<file path="src/rtl/chunk_addsub_pkg.sv">
// Shared state encoding and sizing helpers for the chunked adder/subtractor.
package chunk_addsub_pkg;

  localparam logic [1:0] IDLE = 2'd0;
  localparam logic [1:0] RUN  = 2'd1;
  localparam logic [1:0] DONE = 2'd2;

  function automatic int unsigned nchunk_of(input int unsigned width, input int unsigned chunk);
    return width / chunk;
  endfunction

  // Chunk index needs at least one bit even when a single chunk covers the word.
  function automatic int unsigned idx_w_of(input int unsigned width, input int unsigned chunk);
    return (width / chunk > 1) ? $clog2(width / chunk) : 1;
  endfunction

endpackage

</file>
<file path="src/rtl/chunk_addsub_fadd.sv">
// CHUNK-bit combinational ripple adder; also exposes the carry into its MSB for overflow.
module chunk_fadd #(
  parameter int unsigned CHUNK = 2
) (
  input  logic [CHUNK-1:0] a,
  input  logic [CHUNK-1:0] b,
  input  logic             cin,
  output logic [CHUNK-1:0] sum,
  output logic             cout,
  output logic             c_msb
);

  logic [CHUNK:0] cy;

  always_comb begin
    cy    = '0;
    sum   = '0;
    cy[0] = cin;
    for (int i = 0; i < int'(CHUNK); i++) begin
      sum[i]  = a[i] ^ b[i] ^ cy[i];
      cy[i+1] = (a[i] & b[i]) | (cy[i] & (a[i] ^ b[i]));
    end
  end

  assign cout  = cy[CHUNK];
  assign c_msb = cy[CHUNK-1];

endmodule

</file>
<file path="src/rtl/chunk_addsub.sv">
// Multi-cycle add/subtract: one CHUNK-bit slice per clock, LSB first, valid/ready on both sides.
module chunk_addsub
  import chunk_addsub_pkg::*;
#(
  parameter int unsigned WIDTH = 8,
  parameter int unsigned CHUNK = 2
) (
  input  logic             clk,
  input  logic             rst_n,
  input  logic             in_valid,
  output logic             in_ready,
  input  logic [WIDTH-1:0] x,
  input  logic [WIDTH-1:0] y,
  input  logic             sub,
  output logic             out_valid,
  input  logic             out_ready,
  output logic [WIDTH-1:0] s,
  output logic             c,
  output logic             ovf
);

  localparam int unsigned NCHUNK = nchunk_of(WIDTH, CHUNK);
  localparam int unsigned IDX_W  = idx_w_of(WIDTH, CHUNK);

  logic [1:0]       state, state_nxt;
  logic [WIDTH-1:0] xa, yb;
  logic             cy;
  logic [IDX_W-1:0] k;

  logic [CHUNK-1:0] a_c, b_c, sum_c;
  logic             cout_c, cmsb_c, last_c;
  int unsigned      base_c;

  // Slice selection for the chunk currently being processed.
  always_comb begin
    base_c = 32'(k) * CHUNK;
    a_c    = xa[base_c +: CHUNK];
    b_c    = yb[base_c +: CHUNK];
    last_c = (k == IDX_W'(NCHUNK - 1));
  end

  chunk_fadd #(.CHUNK(CHUNK)) u_fadd (
    .a     (a_c),
    .b     (b_c),
    .cin   (cy),
    .sum   (sum_c),
    .cout  (cout_c),
    .c_msb (cmsb_c)
  );

  always_comb begin
    state_nxt = state;
    case (state)
      IDLE:    if (in_valid && in_ready) state_nxt = RUN;
      RUN:     if (last_c) state_nxt = DONE;
      DONE:    if (out_ready) state_nxt = IDLE;
      default: state_nxt = IDLE;
    endcase
  end

  always_ff @(posedge clk or negedge rst_n) begin
    if (!rst_n) state <= IDLE;
    else        state <= state_nxt;
  end

  // Operand latch, chunk walk and result registers; handshake flags follow the next state.
  always_ff @(posedge clk or negedge rst_n) begin
    if (!rst_n) begin
      in_ready  <= 1'b1;
      out_valid <= 1'b0;
      xa        <= '0;
      yb        <= '0;
      cy        <= 1'b0;
      k         <= '0;
      s         <= '0;
      c         <= 1'b0;
      ovf       <= 1'b0;
    end else begin
      in_ready  <= (state_nxt == IDLE);
      out_valid <= (state_nxt == DONE);
      case (state)
        IDLE: begin
          if (in_valid && in_ready) begin
            xa <= x;
            yb <= sub ? ~y : y;
            cy <= sub;
            k  <= '0;
          end
        end
        RUN: begin
          s[base_c +: CHUNK] <= sum_c;
          cy <= cout_c;
          k  <= k + IDX_W'(1);
          if (last_c) begin
            c   <= cout_c;
            ovf <= cmsb_c ^ cout_c;
          end
        end
        default: ;
      endcase
    end
  end

endmodule

</file>
<file path="config.mk">
export PLATFORM = sky130hd
export DESIGN_NAME = chunk_addsub
export DESIGN_NICKNAME = d
export VERILOG_FILES = /design/src/rtl/chunk_addsub_pkg.sv /design/src/rtl/chunk_addsub_fadd.sv /design/src/rtl/chunk_addsub.sv
export SDC_FILE = /design/constraint.sdc
export NUM_CORES = 1
export LEC_CHECK = 0
export CAP_MARGIN = 20
export CORE_AREA = 2 2 64 66
export DETAILED_ROUTE_END_ITERATION = 6
export DIE_AREA = 0 0 66 68
export GPL_TIMING_DRIVEN = 0
export PLACE_DENSITY = 0.82
export SLEW_MARGIN = 20
export SYNTH_ARGS = -nofsm -noshare
export SYNTH_HDL_FRONTEND = slang
export SYNTH_SLANG_ARGS = --single-unit
</file>
<file path="constraint.sdc">
create_clock -name clk -period 2.26 [get_ports clk]
set_input_delay 0.452 -clock clk [delete_from_list [all_inputs] [get_ports clk]]
set_output_delay 0.452 -clock clk [all_outputs]
set_load 0.005 [all_outputs]
</file>
==> flow_summary.toml <==
[run_status]
outcome = "finished with violations"
violations = "negative setup slack"

[setup_path]
crit_required_ns = 2.45
worstPathArrival_ns = 2.54
worstSetupEndpointType = "flip-flop"
crit_type = "flip-flop to flip-flop"
critPathMaxFanout = 6
regToRegSetupSlack_ns = -0.09
worstSetupStartpointType = "flip-flop"

[drt]
drc = 0
dr_total_vias = 1097
totalWireLength_um = 3090
viasPerCell = 4.94
drt_iter0_markers = 40
first_pass_iters = 4
wl_per_cell_um = 13.9
postRouteAntennaNets = 0

[sta]
fin_skew_ns = 0.00649
hold-worst-slack_ns = 0.219
worst_pin_slew_ns = 0.718
slew_headroom = 0.521
min_period_ns = 2.35
slew_violations = 0
finalHoldViolCount = 0
rsz0062_at_grt = "yes"
setup_viol = 5
timing.final.ws_setup_ns = -0.0949
fin_crit_sh = 1.04
fmax_ghz = 0.425

[place]
port_buffers = 31
dp_cells = 208
dp_hpwl_um = 2270
gp_congestion = 0.803

[final_layout]
diodes = 0
nets = 201
stdcell_count = 222
layout_commonest_cell = "dfrtp_1"
drive_gt1_frac = 0.227
final_cell_mix = "32 x dfrtp_1, 30 x clkdlybuf4s50_1, 10 x nand2_1, 9 x nor2_1, 9 x xnor2_1"
area_growth_pct = 34.4

[logic_synthesis]
synth_top_family_by_area = "multiplexers"
syn_avg_cell_area_sq_um = 12.6
synth_seq_cells = 33
synth_top_area_frac = 0.502
postSynthCellCount = 127
synth_top_cell_by_area = "dfrtp_1"
synth_nets = 156
synth_fa_ha_area_frac = 0.0721
synth_xor_area_frac = 0.0494
synth-compound-area-share = 0.0980
synth_cell_types = 25
syn_area_sq_mm = 0.00160
synth-simple-area-share = 0.101
yosysWarnings = 0
synth-seq-area-share = 0.518
synth_area_leaders = "dfrtp_1 50%, mux2_2 5.6%, mux4_2 5.6%"
synth_mux_area_frac = 0.132

[floorplanning]
fp.dieH_um = 68
die_w_um = 66
num_io_pins = 33
row_count = 23
die_area_sq_mm = 0.00449
initial_core_util = 0.414
core_sq_mm = 0.00386

[global_route]
grt_pass1_vias = 1192
grt_start_max_net_pins = 34
grt_pass1_wl_um = 5310
grt_usage = 0.164
grt_overflow_total = 0
antenna_found_initial = 0

[clocking]
numClockSinks = 33
clk_pin_slew_ns = 0.06
cts-buffers-inserted = 5
cts_root_buf = "clkbuf_8"
cts_tree = "done"
clockBufferDepth = 2
cts_hold_buf = 0
insertion_delay_ns = 0.28
htree_levels = 2

[min_path]
hold_class = "primary input to asynchronous set/reset pin"

[flow_run]
cap_violations = 0

[power_and_ir_drop]
p_leak_nw = 0.902
powerDensity_mw_per_mm2 = 1560
vdd_drop_max_mv = 0.614
fin_total_pwr_mw = 3.34
logic make-up (layout without fill, tap and decap cells):
kind of cell | after synthesis | after routing
AOI/OAI and AO/OA | 24 | 24
xor gates and xnor gates | 9 | 9
adders and majority gates | 8 | 8
buffers and inverters | 8 | 53
DFF | 33 | 33
muxes | 14 | 14
and+or+nand+nor | 31 | 31
registers in the layout (all words and copies together), names as in the netlist:
signal and cells:
c 1, yb 8, s 8, cy 1, state 2, xa 8, k 2, out_valid 1
ovf 1, in_ready 1
worst max-delay path, stage by stage (launching register included):
cell and delay (ns):
dfrtp_1 0.37, buf_6 0.14, mux4_2 0.52, fa_2 0.39, fa_2 0.58, nand2b_4 0.08, o31ai_2 0.18
path summary, 6_finish.rpt:
check,to,cells after the start,startpoint
hold / removal,s[0],1,rst_n
min in group clk,s[2],2,s[2]
hold reg to reg,s[2],2,s[2]
max in group asynchronous,state[1],1,rst_n
setup reg to reg,s[3],6,k[0]
setup / recovery,s[3],6,k[0]
routing by layer:
layer | vias to the layer above | part of all wire | GRT usage
met4 | 0 | 0.024 | 0.0689
met5 | - | 0 | 0
met1 | 525 | 0.41 | 0.168
met2 | 33 | 0.51 | 0.302
li1 | 533 | - | -
met3 | 6 | 0.058 | 0.0609
synthesized netlist by cell type:
cell      number
a21o_1         2
a21oi_1        8
a22o_1         3
and4bb_1       1
buf_2          2
buf_6          2
clkbuf_1       1
dfrtp_1       32
dfstp_2        1
fa_1           2
ha_1           6
inv_1          3
mux2_2         8
mux2_4         2
mux4_2         4
nand2_1       10
nand2b_1       4
nand3b_1       5
nor2_1         9
nor2b_1        1
nor4b_1        1
o21a_1         1
o21ai_0        3
o31ai_1        7
xnor2_1        9
layout make-up:
cell class,instances,area (sq um)
fillers,325,1710
flip-flops and latches,33,827
multi-input cells,86,758
repair buffers,38,358
clock buffers,7,86.3
well taps,50,62.6
plain buffers,5,42.5
inverters,3,11.3
through the flow:
stage               worst slack [ns]   util  cell area (sq um)  setup TNS (ns)
finish                       -0.0949  0.556               2150          -0.341
floorplan                    -0.0602      -               1610          -0.185
global placement              -0.182  0.514               1980          -0.664
CTS                           -0.156  0.546               2100          -0.607
global route                  -0.148  0.556               2150          -0.656
detailed placement            -0.279  0.512               1980           -1.04
report_power, final:
part / internal, mW / switching (mW) / leakage (nW)
Clock: 0.241 / 0.192 / 0.0443
Combinational: 1.03 / 0.801 / 0.454
Sequential: 0.884 / 0.195 / 0.403
Total: 2.15 / 1.19 / 0.902
repair_timing:
| action | CTS | global route |
|---|---|---|
| gates resized for setup | 2 | 3 |
| pin swaps | 3 | 3 |
| buffers inserted | 4 | 3 |
| endpoints found under the setup margin | 7 | 7 |
| cloned | 0 | 0 |
(Power assumes the default switching activity.)
